File: src/rtl/gpu_frame_reader.sv
// gpu_frame_reader: VGA scan generator that fetches an upscaled grayscale
// image from the image RAM read port, one address per pixel tick.
// Address goes out on the first clk of a pixel (E0) and the returned byte
// is captured on the second (E1), so video lags the address by one clk.
module gpu_frame_reader #(
   parameter int IMG_W  = 128,
   parameter int IMG_H  = 128,
   parameter int SCALE  = 2,
   parameter int X_OFF  = 192,
   parameter int Y_OFF  = 112,
   parameter int H_VIS  = 640,
   parameter int H_FP   = 16,
   parameter int H_SYNC = 96,
   parameter int H_BP   = 48,
   parameter int V_VIS  = 480,
   parameter int V_FP   = 10,
   parameter int V_SYNC = 2,
   parameter int V_BP   = 33
) (
   input  logic        clk,
   input  logic        rst,
   input  logic        en,
   output logic [31:0] GPUAddress,
   input  logic [31:0] GPUData,
   output logic        vga_clk,
   output logic        vga_hsync,
   output logic        vga_vsync,
   output logic        vga_blank_n,
   output logic [7:0]  vga_r,
   output logic [7:0]  vga_g,
   output logic [7:0]  vga_b,
   output logic        frame_done
);

   localparam int H_TOT = H_VIS + H_FP + H_SYNC + H_BP;
   localparam int V_TOT = V_VIS + V_FP + V_SYNC + V_BP;
   localparam int HW    = $clog2(H_TOT);
   localparam int VW    = $clog2(V_TOT);
   localparam int SH    = $clog2(SCALE);

   logic          tick;
   logic [HW-1:0] h, h_nxt;
   logic [VW-1:0] v, v_nxt;
   logic          wrap;
   logic          win_nxt, win_cur, vis_cur, hs_cur, vs_cur;
   logic [31:0]   addr_nxt;
   logic [7:0]    pix;
   logic          unused_data;

   // only the low byte of the RAM word carries the pixel
   assign unused_data = ^GPUData[31:8];

   function automatic logic in_win(input int x, input int y);
      return (x >= X_OFF) && (x < X_OFF + IMG_W*SCALE) &&
             (y >= Y_OFF) && (y < Y_OFF + IMG_H*SCALE);
   endfunction

   // next scan position; wrap marks the last pixel of the frame
   always_comb begin
      h_nxt = h + 1'b1;
      v_nxt = v;
      wrap  = 1'b0;
      if (int'(h) == H_TOT-1) begin
         h_nxt = '0;
         if (int'(v) == V_TOT-1) begin
            v_nxt = '0;
            wrap  = 1'b1;
         end else begin
            v_nxt = v + 1'b1;
         end
      end
   end

   // image address for the position being entered; outside the window park at 0
   always_comb begin
      win_nxt  = in_win(int'(h_nxt), int'(v_nxt));
      addr_nxt = '0;
      if (win_nxt)
         addr_nxt = 32'((((int'(v_nxt) - Y_OFF) >> SH) * IMG_W) +
                        ((int'(h_nxt) - X_OFF) >> SH));
   end

   // video decode of the position already entered at the preceding E0
   always_comb begin
      win_cur = in_win(int'(h), int'(v));
      vis_cur = (int'(h) < H_VIS) && (int'(v) < V_VIS);
      hs_cur  = !((int'(h) >= H_VIS + H_FP) && (int'(h) < H_VIS + H_FP + H_SYNC));
      vs_cur  = !((int'(v) >= V_VIS + V_FP) && (int'(v) < V_VIS + V_FP + V_SYNC));
   end

   // scan state: E0 (tick=1) moves position and address, E1 (tick=0) updates video
   always_ff @(posedge clk) begin
      if (!rst) begin
         tick        <= 1'b0;
         h           <= '0;
         v           <= '0;
         GPUAddress  <= '0;
         vga_hsync   <= 1'b1;
         vga_vsync   <= 1'b1;
         vga_blank_n <= 1'b0;
         pix         <= '0;
         frame_done  <= 1'b0;
      end else begin
         frame_done <= 1'b0;
         if (!en) begin
            vga_blank_n <= 1'b0;
            pix         <= '0;
         end else begin
            tick <= ~tick;
            if (tick) begin
               h          <= h_nxt;
               v          <= v_nxt;
               GPUAddress <= addr_nxt;
               frame_done <= wrap;
            end else begin
               pix         <= win_cur ? GPUData[7:0] : 8'd0;
               vga_blank_n <= vis_cur;
               vga_hsync   <= hs_cur;
               vga_vsync   <= vs_cur;
            end
         end
      end
   end

   assign vga_clk = tick;
   assign vga_r   = pix;
   assign vga_g   = pix;
   assign vga_b   = pix;

endmodule

File: config.mk
export PLATFORM = sky130hd
export DESIGN_NAME = gpu_frame_reader
export DESIGN_NICKNAME = d
export VERILOG_FILES = /design/src/rtl/gpu_frame_reader.sv
export SDC_FILE = /design/constraint.sdc
export NUM_CORES = 1
export LEC_CHECK = 0
export ABC_AREA = 1
export BUFFER_PORTS_ARGS = -buffer_cell sky130_fd_sc_hd__buf_2
export CAP_MARGIN = 15
export CORE_MARGIN = 4
export CORE_UTILIZATION = 48
export DETAILED_ROUTE_END_ITERATION = 10
export GPL_TIMING_DRIVEN = 0
export PLACE_DENSITY = 0.81
export SYNTH_ARGS = -nofsm -noshare
export SYNTH_HDL_FRONTEND = slang
export SYNTH_SLANG_ARGS = --single-unit
File: constraint.sdc
create_clock -name clk -period 3.5 [get_ports clk]
set_clock_uncertainty 0.15 [all_clocks]
set_input_delay 0.525 -clock clk [delete_from_list [all_inputs] [get_ports clk]]
set_output_delay 0.525 -clock clk [all_outputs]
set_load 0.02 [all_outputs]
# Word level (Yosys, flattened, before mapping)
# Cells that the tools add are included.
# W data, S select, Z words.
dict set report classes {
  eq_ne 2
  magnitude_cmp 14
  n_mux 6
  add_sub_neg 5
  bitwise_logic 1
  reduce_logical 15
}
# op count
set ops {}
lappend ops {{$lt A10 B9 Y1 const B} 6}
lappend ops {{$add A17 B32 Y32} 1}
lappend ops {{$mux W32} 1}
lappend ops {{$mux W10} 3}
lappend ops {{$add A10 B1 Y10 const B} 2}
lappend ops {{$ge A10 B7 Y1 const B} 2}
lappend ops {{$ge A10 B8 Y1 const B} 2}
lappend ops {{$lt A10 B10 Y1 const B} 2}
lappend ops {{$sub A10 B7 Y11 const B} 1}
lappend ops {{$sub A10 B8 Y11 const B} 1}
lappend ops {{$eq A10 B10 Y1 const B} 1}
lappend ops {{$eq A10 B9 Y1 const B} 1}
lappend ops {{$ge A10 B10 Y1 const B} 1}
lappend ops {{$ge A10 B9 Y1 const B} 1}
lappend ops {{$logic_and A1 B1 Y1} 9}
lappend ops {{$mux W8} 1}
lappend ops {{$reduce_and A2 Y1} 3}
lappend ops {{$reduce_and A4 Y1} 1}
lappend ops {{$logic_not A1 Y1} 2}
lappend ops {{$mux W1} 1}
lappend ops {{$not A1 Y1} 1}
dict set report totals {
  word_cells 52
  output_inout_bits 61
  input_bits 35
  reg_bits 65
}

# Depth between registers and ports, before layout
# Gate-level depths: netlist of run 1.
dict set report logic_depth {
  depth_word 7
  ltp_mapped 24
  mapped_depth_nobuf 24
}

# Least setup slack after synthesis of run 1
# No wires, ideal clock.
dict set report synth_path {
  kind {register to register}
  startpoint {register h[0]}
  endpoint {register GPUAddress[17]}
  path_buffers 0
  setup_ns 0.059
  t_required_ns 3.291
  period_less_slack_ns 3.452
  t_arrival_ns 3.243
  stages_incl_launch_ff 20
  setup_slack_ns 0.048
  path_cell_list {dfxtp_1 ha_1 nand4_2 o21ai_0 nand2_1 ha_1 inv_1 nand2_1 nor2_1 ha_1 a21oi_1 o21a_1 nor2_1 nor2_1 inv_1 a21oi_1 nor2_1 nor3_1 nand2_4 nand2_1}
}
dict set report synth_between {
  elab_chain_len 7
  elab_cells_between_ends 15
  classes_between {add/sub (4); order compare (4); eq/ne (1); mux (3); reduce/logical (3)}
}
# item line
set synth_lines {}
lappend synth_lines {{start, declared} 42} ;# logic [HW-1:0] h, h_nxt;
lappend synth_lines {{start signal, assigned} 111} ;# h <= h_nxt;
lappend synth_lines {{$add A10 B1 Y10 / $eq A10 B9 Y1 (equally long branches)} {60, 63}}
lappend synth_lines {{$mux W10 (*)} 63} ;# if (int'(h) == H_TOT-1) begin
lappend synth_lines {{net h_nxt[6]} 42}
lappend synth_lines {{parallel branches: the longest is 4 deep, another holds $add A17 B32 Y32} -}
lappend synth_lines {{$mux W32 (*)} 78} ;# if (win_nxt)
lappend synth_lines {{end signal, assigned} 113} ;# GPUAddress <= addr_nxt;
lappend synth_lines {{end, declared} 23} ;# output logic [31:0] GPUAddress,
# Mark *: on every way through the listed nets, which the timed path passes.
# A chain may end at the register's enable or synchronous reset.

# Worst setup path in the final report of run 1
dict set report layout_path {
  startpoint {register h[0]}
  endpoint {register GPUAddress[31]}
}
# Same word-level chain as after synthesis.

==> qor.txt, run 1 <==
largest family of logic cells by synthesized area: simple AND/OR/NAND/NOR gates
Power Density: 324.6 mW/mm^2
Seq pwr share: 50.9%
crit path cell chain: ha_4, nand4_4, o21ai_2, nand2_2, ha_1, inv_1, nand2_1, nor2_4, ha_1, a21oi_1, o21a_1, nor2_1, nor2_1, inv_1, a21oi_2, buf_4, nand2_1, nand2_1, nor2_1, nand2_1, nand2_1
die extent in x: 94.99 um
post-synth cell types: 32
die area: 0.009023 sq mm
simple-gate portion of the synthesized area: 33.76%
CTS Buffer Depth: 2
Root Buffer: clkbuf_8
largest net degree at the start of global routing: 14
Tcrit/Tclk final: 97.84%
Synth Area in Adders: 6.063%
area grow syn2layout: 24.66%
final hold violations: 0
Worst R2R End: GPUAddress[31]
Routed WL per cell: 13.34 um
Post-synth EDFFs: 0
remaining routing DRC violations: 0
multiplexer share of the synthesized area: 0%
critical path class: register to register
Post-DP HPWL: 7026 um
critical path peak fanout: 5
Sink Count: 65
H-Tree Depth: 3
CP most frequent cell: nand2_1
Starting DRT DRC Count: 208
Clock transition at path regs: 0.08 ns
post-layout min period: 3.424 ns
Worst Path Required: 3.60 ns
yosys warns: 0
peak supply drop: 244.3 uV
XOR/XNOR share of the synthesized area: 1.688%
syn avg cell area: 6.628 sq um
Seq/Total Area, Yosys: 35.83%
sw frac: 25.44%
Worst-Margin Slew: 0.8614 ns
antenna viol nets, final: 0
Final Core Density: 62.10%
R2R Setup Slk: 0.08 ns
row cnt: 31
Final setup viols: 0
CP Launch Point: h[0]
slowest CP cell: dfxtp_4
Leakage: 2.379 nW
total I/O pin count: 96
Min-Delay Path Class: input pin to register
post-DR vias/cell: 5.198
antenna violations before repair: 0
Vias: 3857
MaxCap Viol Count: 0
combinational share of power: 4.2%
Arr. time, crit path: 3.52 ns
design area: 0.004528 sq mm
Worst-Skew Late Latency: 0.35 ns
endpoint type of the worst setup path: register
total track usage: 21.65%
outcome: finished clean
Die Y: 94.99 um
Rel. slew slack: 42.36%
slowest stage delay, CP: 0.38 ns
Synth Register Bits: 65
final WL: 9899 um
layout cells sized above 1: 24.57%
ys async rst share: 0%
Starting Density: 49.81%
Post-layout nets: 690
Syn Inst Count: 548
fmax: 292.0 MHz
final slew viol count: 0
critical path endpoint: GPUAddress[31]
hold slack final: 0.2606 ns
r2r worst-path depth: 21
Placement Setup Slack: -0.5620 ns
CTS tree: done
Antenna Cells: 0
placed inst area: 0.004111 sq mm
drt pass-1 iters: 5
Clock power frac: 44.9%
Worst R2R Start: h[0]
post-synthesis compound-gate area fraction: 10.51%
final worst slack: 0.07556 ns
IO Port Bufs: 71
Mapped Area: 0.003632 sq mm
setup TNS: 0 ns
TritonCTS buffer count: 9
switching power total: 0.0003739 W
Internal Power: 0.001096 W
vias in the first global route: 3476
Placeable Area: 0.007292 sq mm
GP Congestion: 0.9127
Fillers: 680
startpoint types: register
grt total ovfl: 0
global-route wire length before repair: 15610 um
Net Count, Synth: 600
Synth Flop Type: dfxtp_1
## power groups by stage
stage | Clock (W) | Combinational (W) | Sequential (W)
after global placement | 0 | 0.0000578 | 0.000765
final | 0.000660 | 0.0000615 | 0.000748
after global routing | 0.000698 | 0.0000686 | 0.000749
after floorplan | 0 | 0.0000336 | 0.000769
after CTS | 0.000664 | 0.0000603 | 0.000749
after detailed placement | 0 | 0.0000596 | 0.000765
## worst min path at each step
stage,to,cells after the start,start,slack [ns]
final,vga_b[3],3,GPUData[3],0.26
after global routing,vga_b[3],3,GPUData[3],0.28
after CTS,vga_b[3],3,GPUData[3],0.26
after detailed placement,GPUAddress[3],2,GPUAddress[3],0.28
after global placement,GPUAddress[10],2,GPUAddress[10],0.28
after floorplan,h[9],2,h[9],0.35
## cell type report
| cell class | count | area, sq um | area share, % |
|---|---|---|---|
| multi-input cells | 387 | 2023 | 44.68 |
| flip-flops and latches | 65 | 1315 | 29.04 |
| repair buffers | 79 | 415.4 | 9.174 |
| inverters | 67 | 251.5 | 5.554 |
| plain buffers | 29 | 196.4 | 4.338 |
| clock buffers | 9 | 123.9 | 2.736 |
| well taps | 99 | 123.9 | 2.736 |
| clock inverters | 7 | 78.83 | 1.741 |
## state kept, by name (all words and copies together) (netlist names)
register	cells
vga_vsync	1
frame_done	1
vga_hsync	1
v	10
vga_blank_n	1
vga_b	8
vga_clk	1
h	10
GPUAddress	32
## placed cells by master (no fill, tap or decap), types with 4 or more instances in the layout
master,count
nand2_1,176
nand4_1,5
nand3_1,37
clkinv_4,4
clkbuf_1,8
buf_4,25
clkbuf_8,9
buf_2,72
nor2_2,8
nor2_1,49
inv_1,65
dfxtp_2,5
xor2_1,5
ha_1,12
o21ai_2,4
a21oi_1,16
o22ai_1,16
o21ai_0,24
dfxtp_1,58
## worst max-delay path: cells and delay by family (launching register included)
kind,cells,cell delay (ns)
fa+ha+maj,3,0.69
compound gates,4,0.77
buf+inv,3,0.33
simple gates,11,0.99
flops,1,0.38
## per-stage QoR
step | power [W] | instances
6_report | 0.001470 | 742
5_1_grt | 0.001515 | 742
4_1_cts | 0.001473 | 735
3_5_place_dp | 0.0008248 | 718
3_3_place_gp | 0.0008227 | 718
2_1_floorplan | 0.0008023 | 548
## synthesized netlist by cell type, drive strengths merged, types with 2 or more instances
master	count	area share, %
nand2	181	19
nor2	60	6.5
nand3	42	6.1
buf	21	4.4
nor3	3	0.41
xnor2	2	0.48
o21ai	29	4.0
nand4	6	1.2
dfxtp	65	36
clkbuf	8	0.83
xor2	5	1.2
o22ai	16	2.8
o21a	2	0.41
a21oi	18	2.5
inv	66	6.8
ha	16	5.5
## per-layer routing
layer  global-route usage, %  routed length (um)  part of all wire [%]
met2                   35.58                4497                    45
met5                       0                   0                     0
met3                   4.781                 817                   8.3
met1                   27.05                4277                    43
met4                   9.615                 306                   3.1
## cell families after synthesis
group / Yosys count
DFF: 65
AOI/OAI and AO/OA: 69
xor gates and xnor gates: 7
and+or+nand+nor: 294
adders and majority gates: 17
buffers and inverters: 96
## what timing repair did
item / 4_1_cts / 5_1_grt
buffers inserted: 1 / 7
endpoints found under the setup margin: 19 / 19
hold buffers: 0 / 0
pin swaps: 1 / 8
resized for setup: 12 / 38
(Power assumes the default switching activity.)
==> run 2: changes to the inputs <==
- CELL_PAD_IN_SITES_DETAIL_PLACEMENT: default -> 0
- CELL_PAD_IN_SITES_GLOBAL_PLACEMENT: default -> 1
- CORE_UTILIZATION: 48 -> 33
- PLACE_DENSITY: 0.81 -> 0.8
==> qor.txt, run 2 (synthesized netlist as in run 1, its figures left out) <==
outcome: finished clean (unchanged)
H-Tree Depth: 3 (unchanged)
fmax: 299.4 MHz (was 292.0 MHz)
layout cells sized above 1: 24.38% (was 24.57%)
die extent in x: 112.9 um (was 94.99 um)
Post-layout nets: 695 (was 690)
max reg flops: 32 (unchanged)
grt total ovfl: 0 (unchanged)
Worst R2R End: GPUAddress[18] (was GPUAddress[31])
global-route wire length before repair: 16120 um (was 15610 um)
Sink Count: 65 (unchanged)
Worst Path Required: 3.65 ns (was 3.60 ns)
CTS tree: done (unchanged)
Final Core Density: 42.85% (was 62.10%)
Rel. slew slack: 39.17% (was 42.36%)
Root Buffer: clkbuf_8 (unchanged)
critical path peak fanout: 7 (was 5)
post-DR vias/cell: 4.680 (was 5.198)
final hold violations: 0 (unchanged)
worst min-delay path startpoint: GPUData[6] (was GPUData[3])
total track usage: 15.11% (was 21.65%)
largest net degree at the start of global routing: 15 (was 14)
Largest regs: GPUAddress: 32 flops, h: 10 flops, v: 10 flops (unchanged)
endpoint type of the worst setup path: register (unchanged)
CTS Buffer Depth: 2 (unchanged)
Die Y: 112.9 um (was 94.99 um)
Starting Density: 33.65% (was 49.81%)
commonest non-fill, non-tap cell in the layout: nand2_1 (unchanged)
slowest stage delay, CP: 0.38 ns (about the same)
total power: 0.001501 W (was 0.001470 W)
Worst-Skew Late Latency: 0.35 ns (about the same)
Starting DRT DRC Count: 138 (was 208)
vias in the first global route: 3493 (was 3476)
final WL: 9635 um (was 9899 um)
Placeable Area: 0.01079 sq mm (was 0.007292 sq mm)
Routed WL per cell: 12.23 um (was 13.34 um)
post-layout min period: 3.340 ns (was 3.424 ns)
Leakage: 2.407 nW (was 2.379 nW)
drt pass-1 iters: 5 (unchanged)
row cnt: 38 (was 31)
R2R Setup Slk: 0.16 ns (was 0.08 ns)
WHS Path Cells: 3 (unchanged)
hold slack final: 0.2663 ns (was 0.2606 ns)
total I/O pin count: 96 (unchanged)
Arr. time, crit path: 3.49 ns (was 3.52 ns)
peak supply drop: 188.8 uV (was 244.3 uV)
CP most frequent cell: nand2_1 (unchanged)
Clock transition at path regs: 0.08 ns (about the same)
remaining routing DRC violations: 0 (unchanged)
Worst R2R Start: h[0] (unchanged)
Largest Register: GPUAddress (unchanged)
Power Density: 324.5 mW/mm^2 (was 324.6 mW/mm^2)
crit path cell chain: ha_4, nand4_4, o21ai_2, nand2_2, ha_1, inv_1, nand2_1, nor2_4, buf_4, ha_1, a21oi_1, o21ai_1, nor2_2, o21ai_2, nand3_1, nand2_1, nand2_1, nand2_1, nor2_1, nand2_4, nand2_1 (was ha_4, nand4_4, o21ai_2, nand2_2, ha_1, inv_1, nand2_1, nor2_4, ha_1, a21oi_1, o21a_1, nor2_1, nor2_1, inv_1, a21oi_2, buf_4, nand2_1, nand2_1, nor2_1, nand2_1, nand2_1)
Worst-Margin Slew: 0.9091 ns (was 0.8614 ns)
met2 Resource Use GR: 23.46% (was 35.58%)
r2r worst-path depth: 21 (unchanged)
Antenna Cells: 0 (unchanged)
area grow syn2layout: 27.32% (was 24.66%)
met1 GRT Util: 20.53% (was 27.05%)
IO Port Bufs: 71 (unchanged)
antenna viol nets, final: 0 (unchanged)
busiest grt layer: met2 (unchanged)
MaxCap Viol Count: 0 (unchanged)
GP Congestion: 0.8436 (was 0.9127)
die area: 0.01275 sq mm (was 0.009023 sq mm)
M3 GR Usage: 4.545% (was 4.781%)
Vias: 3688 (was 3857)
slowest CP cell: dfxtp_4 (unchanged)
Final setup viols: 0 (unchanged)
startpoint types: register (unchanged)
setup TNS: 0 ns (unchanged)
most frequent cells in the layout: nand2_1 (177), buf_2 (72), inv_1 (65) (was nand2_1 (176), buf_2 (72), inv_1 (65))
RSZ-0062 raised after global routing: true
final slew viol count: 0 (unchanged)
critical path class: register to register (unchanged)
Post-DP HPWL: 7081 um (was 7026 um)
antenna violations before repair: 0 (unchanged)
Tcrit/Tclk final: 95.43% (was 97.84%)
Hold Crit Endpoint: vga_b[6] (was vga_b[3])
Min-Delay Path Class: input pin to register (unchanged)
TritonCTS buffer count: 9 (unchanged)
-- run 2: timing repair --
| action | in CTS | in global routing |
|---|---|---|
| hold endpoints to repair | 0 | 0 |
| pin swaps | 1 | 11 |
| resized for setup | 8 | 36 |
| setup buffers | 1 | 12 |
| setup endpoints to repair | 19 | 19 |
| hold buffers | 0 | 0 |
-- run 2: routing by layer --
layer  up-vias  share of wire [%]
li1       1924                  -
met1      1627                 49
met5         -                  0
met2       123                 42
met4         0                1.6
met3        14                7.9
-- run 2: power breakdown --
| group | leakage, nW | total, W | switching [W] | internal, W |
|---|---|---|---|---|
| Combinational | 1.78 | 0.0000616 | 0.0000427 | 0.0000189 |
| Clock | 0.103 | 0.000691 | 0.000347 | 0.000344 |
| Sequential | 0.528 | 0.000748 | 0.00000499 | 0.000743 |
| Total | 2.41 | 0.00150 | 0.000395 | 0.00111 |
-- run 2: worst max-delay path, delay by kind of cell, from the launching register on --
family	cells	cell delay [ns]
fa+ha+maj	3	0.65
flops	1	0.38
buf+inv	2	0.22
compound gates	4	0.58
simple gates	12	1.34
-- run 2: how the worst max path moves through the flow --
stage	cells past startpoint	endpoint	start	slack (ns)
after global placement	19	GPUAddress[19]	h[1]	-0.44
after global routing	21	GPUAddress[18]	h[0]	-0.08
after CTS	20	GPUAddress[23]	h[1]	0.001
after floorplan	19	GPUAddress[17]	h[0]	0.05
after detailed placement	19	GPUAddress[29]	h[1]	-0.48
final	21	GPUAddress[18]	h[0]	0.16
-- run 2: layout make-up --
class	instances	area, sq um
Clock inverter	7	83.83
Timing Repair Buffer	84	452.9
Fill cell	1147	6168
Buffer	29	192.7
Inverter	67	251.5
Tap cell	140	175.2
Multi-Input combinational cell	387	2031
Clock buffer	9	123.9
Sequential cell	65	1314
-- run 2: stage by stage --
step	instances	setup slack, ns	instance area [sq um]
3_5_place_dp	759	-0.4828	4163
3_3_place_gp	759	-0.4449	4163
2_1_floorplan	548	0.04850	3632
5_1_grt	788	-0.07900	4624
6_report	788	0.1600	4624
4_1_cts	776	0.001427	4403
